$ cat src/rtl/gps_ser_reader_pkg.sv
// Shared definitions for the GPS serial readback reader: source codes, op_8
// select indices (mirroring the generated kiwi.gen.vh) and the FSM state type.
package gps_ser_reader_pkg;

    localparam int GET_CHAN_IQ  = 0;
    localparam int GET_SRQ      = 1;
    localparam int GET_SNAPSHOT = 2;

    localparam int WORD_W = 16;
    localparam int POS_W  = $clog2(WORD_W);

    typedef enum logic [2:0] {
        ST_IDLE,
        ST_LOAD,
        ST_SHIFT,
        ST_DRAIN,
        ST_FIN
    } state_t;

    // Source code 3 has no dedicated select and reads the channel IQ register.
    function automatic logic [7:0] src_onehot(input logic [1:0] src);
        logic [7:0] oh;
        oh = 8'b0;
        if (src == 2'(GET_SRQ))
            oh[GET_SRQ] = 1'b1;
        else if (src == 2'(GET_SNAPSHOT))
            oh[GET_SNAPSHOT] = 1'b1;
        else
            oh[GET_CHAN_IQ] = 1'b1;
        return oh;
    endfunction

endpackage

$ cat src/rtl/gps_ser_reader_pack.sv
// Packs serial bits MSB-first into 16-bit words on a valid/ready stream and
// flags a stall when the next bit would complete a word the consumer still holds.
module gps_ser_pack
    import gps_ser_reader_pkg::*;
(
    input  logic              clk,
    input  logic              rst,
    input  logic              clear,
    input  logic              bit_in,
    input  logic              bit_en,
    input  logic              last,
    input  logic              word_ready,
    output logic              stall,
    output logic              word_valid,
    output logic [WORD_W-1:0] word_data,
    output logic              word_last
);

    logic [WORD_W-1:0] acc;
    logic [WORD_W-1:0] acc_next;
    logic [POS_W-1:0]  pos;
    logic              completes;

    // The accumulator starts from zero each word, so a short final word
    // comes out right-aligned with its upper bits already clear.
    assign acc_next  = {acc[WORD_W-2:0], bit_in};
    assign completes = (pos == POS_W'(WORD_W - 1)) || last;
    assign stall     = completes && word_valid && !word_ready;

    always_ff @(posedge clk) begin
        // NOTE: every register here uses <= so all updates see pre-edge values.
        if (rst) begin
            acc        <= '0;
            pos        <= '0;
            word_valid <= 1'b0;
            word_data  <= '0;
            word_last  <= 1'b0;
        end else begin
            if (clear) begin
                acc <= '0;
                pos <= '0;
            end else if (bit_en) begin
                if (completes) begin
                    acc <= '0;
                    pos <= '0;
                end else begin
                    acc <= acc_next;
                    pos <= pos + POS_W'(1);
                end
            end

            if (bit_en && completes) begin
                word_valid <= 1'b1;
                word_data  <= acc_next;
                word_last  <= last;
            end else if (word_ready) begin
                word_valid <= 1'b0;
            end
        end
    end

endmodule

$ cat src/rtl/gps_ser_reader.sv
// Host-side reader for the GPS bit-serial readback port: one rdReg load strobe,
// then one rdBit per bit, with the bits packed into a 16-bit word stream.
module gps_ser_reader
    import gps_ser_reader_pkg::*;
#(
    parameter int CNT_W = 12
) (
    input  logic             clk,
    input  logic             rst,
    input  logic             req_valid,
    output logic             req_ready,
    input  logic [1:0]       req_src,
    input  logic [CNT_W-1:0] req_nbits,
    output logic             rdReg,
    output logic             rdBit,
    output logic [7:0]       op_8,
    input  logic             ser,
    output logic             word_valid,
    input  logic             word_ready,
    output logic [15:0]      word_data,
    output logic             word_last,
    output logic             done
);

    state_t           state;
    logic [CNT_W-1:0] nbits_q;
    logic [CNT_W-1:0] bit_cnt;
    logic             accept;
    logic             last_bit;
    logic             stall;

    assign accept   = req_valid && req_ready;
    assign last_bit = (bit_cnt == nbits_q - CNT_W'(1));

    // rdBit is decoded from state so the stall can react to word_ready
    // within the same cycle; ser is sampled on the edge that ends it.
    assign rdBit = (state == ST_SHIFT) && !stall;

    gps_ser_pack u_pack (
        .clk        (clk),
        .rst        (rst),
        .clear      (accept),
        .bit_in     (ser),
        .bit_en     (rdBit),
        .last       (last_bit),
        .word_ready (word_ready),
        .stall      (stall),
        .word_valid (word_valid),
        .word_data  (word_data),
        .word_last  (word_last)
    );

    always_ff @(posedge clk) begin
        if (rst) begin
            state     <= ST_IDLE;
            req_ready <= 1'b1;
            rdReg     <= 1'b0;
            op_8      <= '0;
            done      <= 1'b0;
            nbits_q   <= '0;
            bit_cnt   <= '0;
        end else begin
            case (state)
                ST_IDLE: begin
                    if (req_valid) begin
                        nbits_q   <= req_nbits;
                        bit_cnt   <= '0;
                        rdReg     <= 1'b1;
                        op_8      <= src_onehot(req_src);
                        req_ready <= 1'b0;
                        state     <= ST_LOAD;
                    end
                end
                ST_LOAD: begin
                    rdReg <= 1'b0;
                    op_8  <= '0;
                    if (nbits_q == '0) begin
                        done  <= 1'b1;
                        state <= ST_FIN;
                    end else begin
                        state <= ST_SHIFT;
                    end
                end
                ST_SHIFT: begin
                    if (rdBit) begin
                        bit_cnt <= bit_cnt + CNT_W'(1);
                        if (last_bit)
                            state <= ST_DRAIN;
                    end
                end
                ST_DRAIN: begin
                    if (word_valid && word_ready) begin
                        done  <= 1'b1;
                        state <= ST_FIN;
                    end
                end
                ST_FIN: begin
                    done      <= 1'b0;
                    req_ready <= 1'b1;
                    state     <= ST_IDLE;
                end
                default: state <= ST_IDLE;
            endcase
        end
    end

endmodule

$ cat config.mk
export PLATFORM = sky130hd
export DESIGN_NAME = gps_ser_reader
export DESIGN_NICKNAME = d
export VERILOG_FILES = /design/src/rtl/gps_ser_reader_pkg.sv /design/src/rtl/gps_ser_reader_pack.sv /design/src/rtl/gps_ser_reader.sv
export SDC_FILE = /design/constraint.sdc
export NUM_CORES = 1
export LEC_CHECK = 0
export BUFFER_PORTS_ARGS = -buffer_cell sky130_fd_sc_hd__clkbuf_2
export CAP_MARGIN = 30
export CORE_MARGIN = 1
export CORE_UTILIZATION = 40
export CTS_BUF_LIST = sky130_fd_sc_hd__clkbuf_8
export DETAILED_ROUTE_END_ITERATION = 10
export HOLD_SLACK_MARGIN = 0.03
export PLACE_DENSITY = 0.64
export SYNTH_ARGS = -nofsm -noshare
export SYNTH_HDL_FRONTEND = slang
export SYNTH_SLANG_ARGS = --single-unit
$ cat constraint.sdc
create_clock -name clk -period 3.1 [get_ports clk]
set_input_delay 0.155 -clock clk [delete_from_list [all_inputs] [get_ports clk]]
set_output_delay 0.155 -clock clk [all_outputs]
set_load 0.1 [all_outputs]
==> Word level (Yosys, flattened, before mapping) <==
Cells that the tools add are included.
{ "word_totals": {"register_bits": 75, "in_bits": 19, "output_inout_bits": 30, "word_cells": 78} }
{ "op_classes": {"add_sub_neg": 3, "eq_ne": 13, "mux": 27, "reduce_logical": 23} }
{ "ops": {"columns": ["op", "n"], "rows": [
  ["2-to-1 mux 12 bit", 2],
  ["one-hot mux 12 bit (2 select lines)", 1],
  ["one-hot mux 8 bit (2 select lines)", 1],
  ["2-to-1 mux 15 bit", 1],
  ["2-to-1 mux 3 bit", 5],
  ["adder 12 x 1 -> 12 bit (second input constant)", 1],
  ["== test 12 bit", 1],
  ["logical NOT 12 bit", 1],
  ["one-hot mux 3 bit (4 select lines)", 1],
  ["subtractor 12 x 1 -> 12 bit (second input constant)", 1],
  ["2-to-1 mux 1 bit", 11],
  ["2-to-1 mux 8 bit", 1],
  ["nonzero test 2 bit", 4],
  ["== test 3 x 2 -> 1 bit (second input constant)", 2],
  ["logical AND 1 bit", 6],
  ["!= test 2 bit (second input constant)", 3],
  ["AND reduction 2 bit", 3],
  ["AND reduction 3 bit", 2],
  ["adder 4 x 1 -> 4 bit (second input constant)", 1],
  ["== test 4 bit (second input constant)", 1],
  ["2-to-1 mux 4 bit", 1],
  ["!= test 2 x 1 -> 1 bit (second input constant)", 2],
  ["one-hot mux 1 bit (2 select lines)", 2],
  ["AND reduction 4 bit", 1],
  ["other kinds (10)", 11]
]} }

==> Logic depth before layout (Yosys ltp) <==
{ "depth": {"depth_word": 9, "depth_mapped": 11, "mapped_depth_nobuf": 9} }

==> Modules after synthesis <==
A second synthesis with hierarchy kept.
{ "hier_totals": {"hier_cells": 395, "hier_area_um2": 3438.3} }
{ "modules_own_cells": {"columns": ["module", "instances", "cells_per_inst", "area_each_um2", "seq_area_each_um2"], "rows": [
  ["gps_ser_reader", 1, 229, 1834.3, 660.6],
  ["gps_ser_pack", 1, 166, 1604.0, 740.7]
]} }

==> Worst setup path after synthesis <==
OpenSTA, ideal clock, no wires.
{ "synth_path": {"path_type": "register to register", "start": "reg nbits_q[0]", "end": "reg u_pack.acc[14]", "setup_ns": 0.117, "arrival_ns": 2.639, "required_time_ns": 2.983, "slack_ns": 0.344, "stages_incl_launch_ff": 10, "path_buffers": 2, "synth_period_minus_slack_ns": 2.756, "path_cell_list": "dfxtp_1 > or4_4 > or3_4 > a211oi_2 > o2111ai_2 > a211o_4 > and3b_1 > buf_6 > buf_8 > a22o_1"} }
{ "synth_via": {"elab_chain_cells": 7, "elab_cells_between_ends": 8, "classes_between": "1 x add/sub; 1 x eq/ne; 1 x mux; 5 x reduce/logical"} }
{ "synth_rtl": {"columns": ["item", "line_no", "text"], "rows": [
  ["start, declared", "gps_ser_reader.sv:26", "logic [CNT_W-1:0] nbits_q;"],
  ["start signal, assigned", "gps_ser_reader.sv:66", "nbits_q <= req_nbits;"],
  ["subtractor 12 x 1 -> 12 bit *", "gps_ser_reader.sv:33", "assign last_bit = (bit_cnt == nbits_q - CNT_W'(1));"],
  ["== test 12 bit *", "gps_ser_reader.sv:33", null],
  ["logical OR 1 bit *", "gps_ser_reader_pack.sv:27", "assign completes = (pos == POS_W'(WORD_W - 1)) || last;"],
  ["logical AND 1 bit (2 in a row)", "gps_ser_reader_pack.sv:28", "assign stall = completes && word_valid && !word_ready;"],
  ["logical NOT 1 bit", "gps_ser_reader.sv:37", "assign rdBit = (state == ST_SHIFT) && !stall;"],
  ["logical AND 1 bit", "gps_ser_reader.sv:37", null],
  ["end signal, assigned", "gps_ser_reader_pack.sv:47", "acc <= acc_next;"],
  ["end, declared", "gps_ser_reader_pack.sv:19", "logic [WORD_W-1:0] acc;"]
]} }
Every way passes the cells marked *; elsewhere a longest branch is shown, timed or not.
A chain may end at the register's enable or synchronous reset.

==> Worst setup path in the final report <==
{ "layout_path": {"start": "reg nbits_q[0]", "end": "out rdBit"} }
{ "layout_via": {"elab_chain_cells": 7} }
{ "layout_rtl": {"columns": ["item", "line_no", "text"], "rows": [
  ["subtractor 12 x 1 -> 12 bit", "gps_ser_reader.sv:33", null],
  ["== test 12 bit", "gps_ser_reader.sv:33", null],
  ["logical OR 1 bit", "gps_ser_reader_pack.sv:27", null],
  ["logical AND 1 bit (2 in a row)", "gps_ser_reader_pack.sv:28", null],
  ["logical NOT 1 bit", "gps_ser_reader.sv:37", null],
  ["logical AND 1 bit", "gps_ser_reader.sv:37", null],
  ["end, declared", "gps_ser_reader.sv:15", "output logic rdBit,"]
]} }
No other way between the ends.

==> metrics.md <==
| Metric | Value |
|---|---|
| Met2 global-route usage | `26.16%` |
| Synth top area share | `41.82%` |
| CTS tree | `done` |
| CTS clock-pin slew for the worst setup and hold paths | `80 ps` |
| Crit path max fanout | `25` |
| Share of flip-flops with an asynchronous set or reset | `0%` |
| GR Overflow Total | `0` |
| Busiest grt layer | `met2` |
| Final core utilization | `47.77%` |
| Tot Pwr | `0.002078 W` |
| Final HPWL DP | `4609 um` |
| Area contributors post-synth | `dfxtp_1 (42%), nand2b_1 (6.7%), mux2i_1 (5.1%), a22o_1 (4.2%), nand2_1 (4.0%)` |
| Routing usage on met3 | `4.309%` |
| Slowest stage delay, CP | `550 ps` |
| Drt first-iter violations | `99` |
| Final hold slack | `42.17 ps` |
| Worst Hold Class | `in2reg` |
| Worst setup EP type | `primary output` |
| 1st-pass router iterations | `4` |
| Top_reg_cell synth | `dfxtp_1` |
| CP arrival | `2800 ps` |
| Via count of the first global-routing pass | `2,435` |
| Placed cells | `505` |
| Max Buffers Root-to-Sink | `2` |
| Crit-path leading delay family | `simple AND/OR/NAND/NOR gates` |
| DR vias | `2,703` |
| Critical path buffers and inverters | `3` |
| Sequential fraction of the synthesis area | `41.82%` |
| Crit-path most repeated cell | `buf_12` |
| Setup TNS | `0 ps` |
| Placer Congestion | `0.8112` |
| Total number of yosys warnings | `0` |
| Final setup vio count | `0` |
| Critical path, cell by cell | `or3_1 > o21a_1 > or4_1 > a211o_1 > o21ai_2 > buf_12 > inv_2 > buf_12` |
| Core area | `0.008175 mm^2` |
| Status | `finished clean` |
| Post-synthesis simple-gate area fraction | `23.49%` |
| Final cell count without fillers | `527` |
| Synthesized area per cell | `8.959 um^2` |
| Initial antenna violation count | `0` |
| Htree depth | `3` |
| Area growth from synthesis to layout | `16.54%` |
| Worst VDD drop | `0.2339 mV` |
| Slew HR | `60.34%` |
| CP max stage cell | `or4_1` |
| Clk sinks | `70` |
| Die Area | `0.008747 mm^2` |
| Leading area contributor after synthesis | `dfxtp_1` |
| Final #Nets | `441` |
| Yosys reg bits | `70` |
| Root buffer cell | `clkbuf_8` |
| Die span in y | `93.53 um` |
| R2R Setup Slk | `150 ps` |
| Mux contribution to synthesized area | `5.751%` |
| Slew Viols, Final | `0` |
| Met1 Use GR | `21.23%` |
| Port Buf Inserts | `43` |
| Synth Area in XOR/XNOR | `3.883%` |
| Routed WL per cell | `12.70 um` |
| Layout cells sized above 1 | `18.72%` |
| Crit share post-route | `95.32%` |
| Synth Area in Adders | `1.867%` |
| Clock network latency to the later pin of the worst-skew pair | `340 ps` |
| Num ports | `49` |
| Cts bufs inserted | `9` |
| Crit path kind | `reg2out` |
| DRC Markers | `0` |
| Startpoint class of the critical path | `flip-flop` |
| Skew final | `9.085 ps` |
| Yosys cell types | `59` |
| DRT Wirelength | `6691 um` |
| Largest family of logic cells by synthesized area | `simple AND/OR/NAND/NOR gates` |
| Antenna Nets Post-Route | `0` |
| Synth Instances | `374` |
| DR vias/cell | `5.129` |
| Commonest cells in the netlist | `dfxtp_1 (70), nand2_1 (36), nand2b_1 (36), a21oi_1 (26), nor2_1 (19)` |
| Worst Tran Pin Value | `594.8 ps` |
| Mapped Area | `0.003351 mm^2` |
| Count leader, synth | `dfxtp_1` |
| Required time worst endpoint | `2940 ps` |
| Fin crit period | `2955 ps` |
| Initial core utilization | `40.99%` |
| Largest net degree at the start of global routing | `33` |
| Max-Cap Viols | `0` |
| Synth Area in Compound Gates | `17.89%` |
| Endpoints failing hold | `0` |
| Total GRT Usage | `16.28%` |
| LEAKAGE | `1.482 nW` |
| Cell Pwr Density | `532.0 mW/mm^2` |
| N_diodes | `0` |
| Global-route wire length before repair | `11,320 um` |
| EDFF count, synth | `0` |
| Rows | `33` |
| Max Clk Rate | `338.4 MHz` |
| Die X | `93.53 um` |
-- layout by cell type, fill, tap and decap left out, types with 3 or more instances in the layout --
cell type,instances
dfxtp_1,70
o21ai_0,5
clkinv_2,3
and3_1,6
xnor2_1,9
mux2i_1,17
ha_1,4
o21ai_1,10
nand2b_1,36
conb_1,5
nand3_1,13
a22oi_1,3
inv_1,6
nor2_1,19
a22o_1,16
nor3_1,5
o21a_1,3
o211ai_1,4
or3_1,12
dlygate4sd3_1,5
buf_4,4
clkbuf_2,42
or4_1,3
a21oi_1,26
a31oi_1,3
xor2_1,4
buf_12,3
nand2_1,36
clkbuf_8,9
-- cell type report --
type                            count  area [um^2]
Clock buffer                        9        123.9
Clock inverter                      7        70.07
Fill cell                         803         4270
Inverter                            7        26.28
Multi-Input combinational cell    275         1802
Sequential cell                    70         1401
Tap cell                          105        131.4
Timing Repair Buffer               54        350.3
-- power by group --
part | total [W] | switching, W | internal (W)
Combinational | 0.000384 | 0.000244 | 0.000140
Clock | 0.000730 | 0.000358 | 0.000373
Sequential | 0.000963 | 0.0000382 | 0.000925
-- metal layers --
metal	wire length [um]	vias to the layer above
li1	-	1395
met4	42	0
met5	0	-
met2	3114	35
met1	3290	1271
met3	244	2
-- worst paths after layout --
path,startpoint,to,cells after the start
max,nbits_q[0],rdBit,8
min reg2reg,u_pack.word_data[0],u_pack.word_data[0],2
min,req_nbits[11],nbits_q[11],3
max reg2reg,nbits_q[0],u_pack.pos[0],7
-- worst min-delay path, delay by kind of cell --
family	cells	cell delay, ps
and+or+nand+nor	1	50
AOI/OAI and AO/OA	1	50
buffers and inverters	1	80
-- logic make-up (layout without fill, tap and decap cells) --
kind of cell / count (synthesis) / count (layout)
xor+xnor: 14 / 14
mux: 19 / 19
fa+ha+maj: 5 / 5
other cells: 1 / 5
buf+inv: 33 / 77
simple gates: 146 / 146
flops: 70 / 70
compound gates: 86 / 86
-- what timing repair did --
item,in CTS,in global routing
setup buffers,0,1
hold buffers,5,0
endpoints found under the hold margin,5,0
setup endpoints to repair,1,1
pin swaps,0,0
gates resized for setup,1,4
-- registers in the layout, summed over array words and instances (netlist names) --
name               cells
u_pack.word_data      16
u_pack.acc            15
bit_cnt               12
nbits_q               12
u_pack.pos             4
op_8                   3
state                  3
done                   1
rdReg                  1
req_ready              1
u_pack.word_last       1
u_pack.word_valid      1
-- per-stage QoR --
step / setup WS [ps] / area (um^2)
after global routing: -0.4112 / 3905
after detailed placement: 161.1 / 3630
final: 145.1 / 3905
after CTS: 39.61 / 3882
after floorplan: 344.0 / 3366
after global placement: 219.1 / 3630
Note: power is estimated with default switching activity, not from simulation.
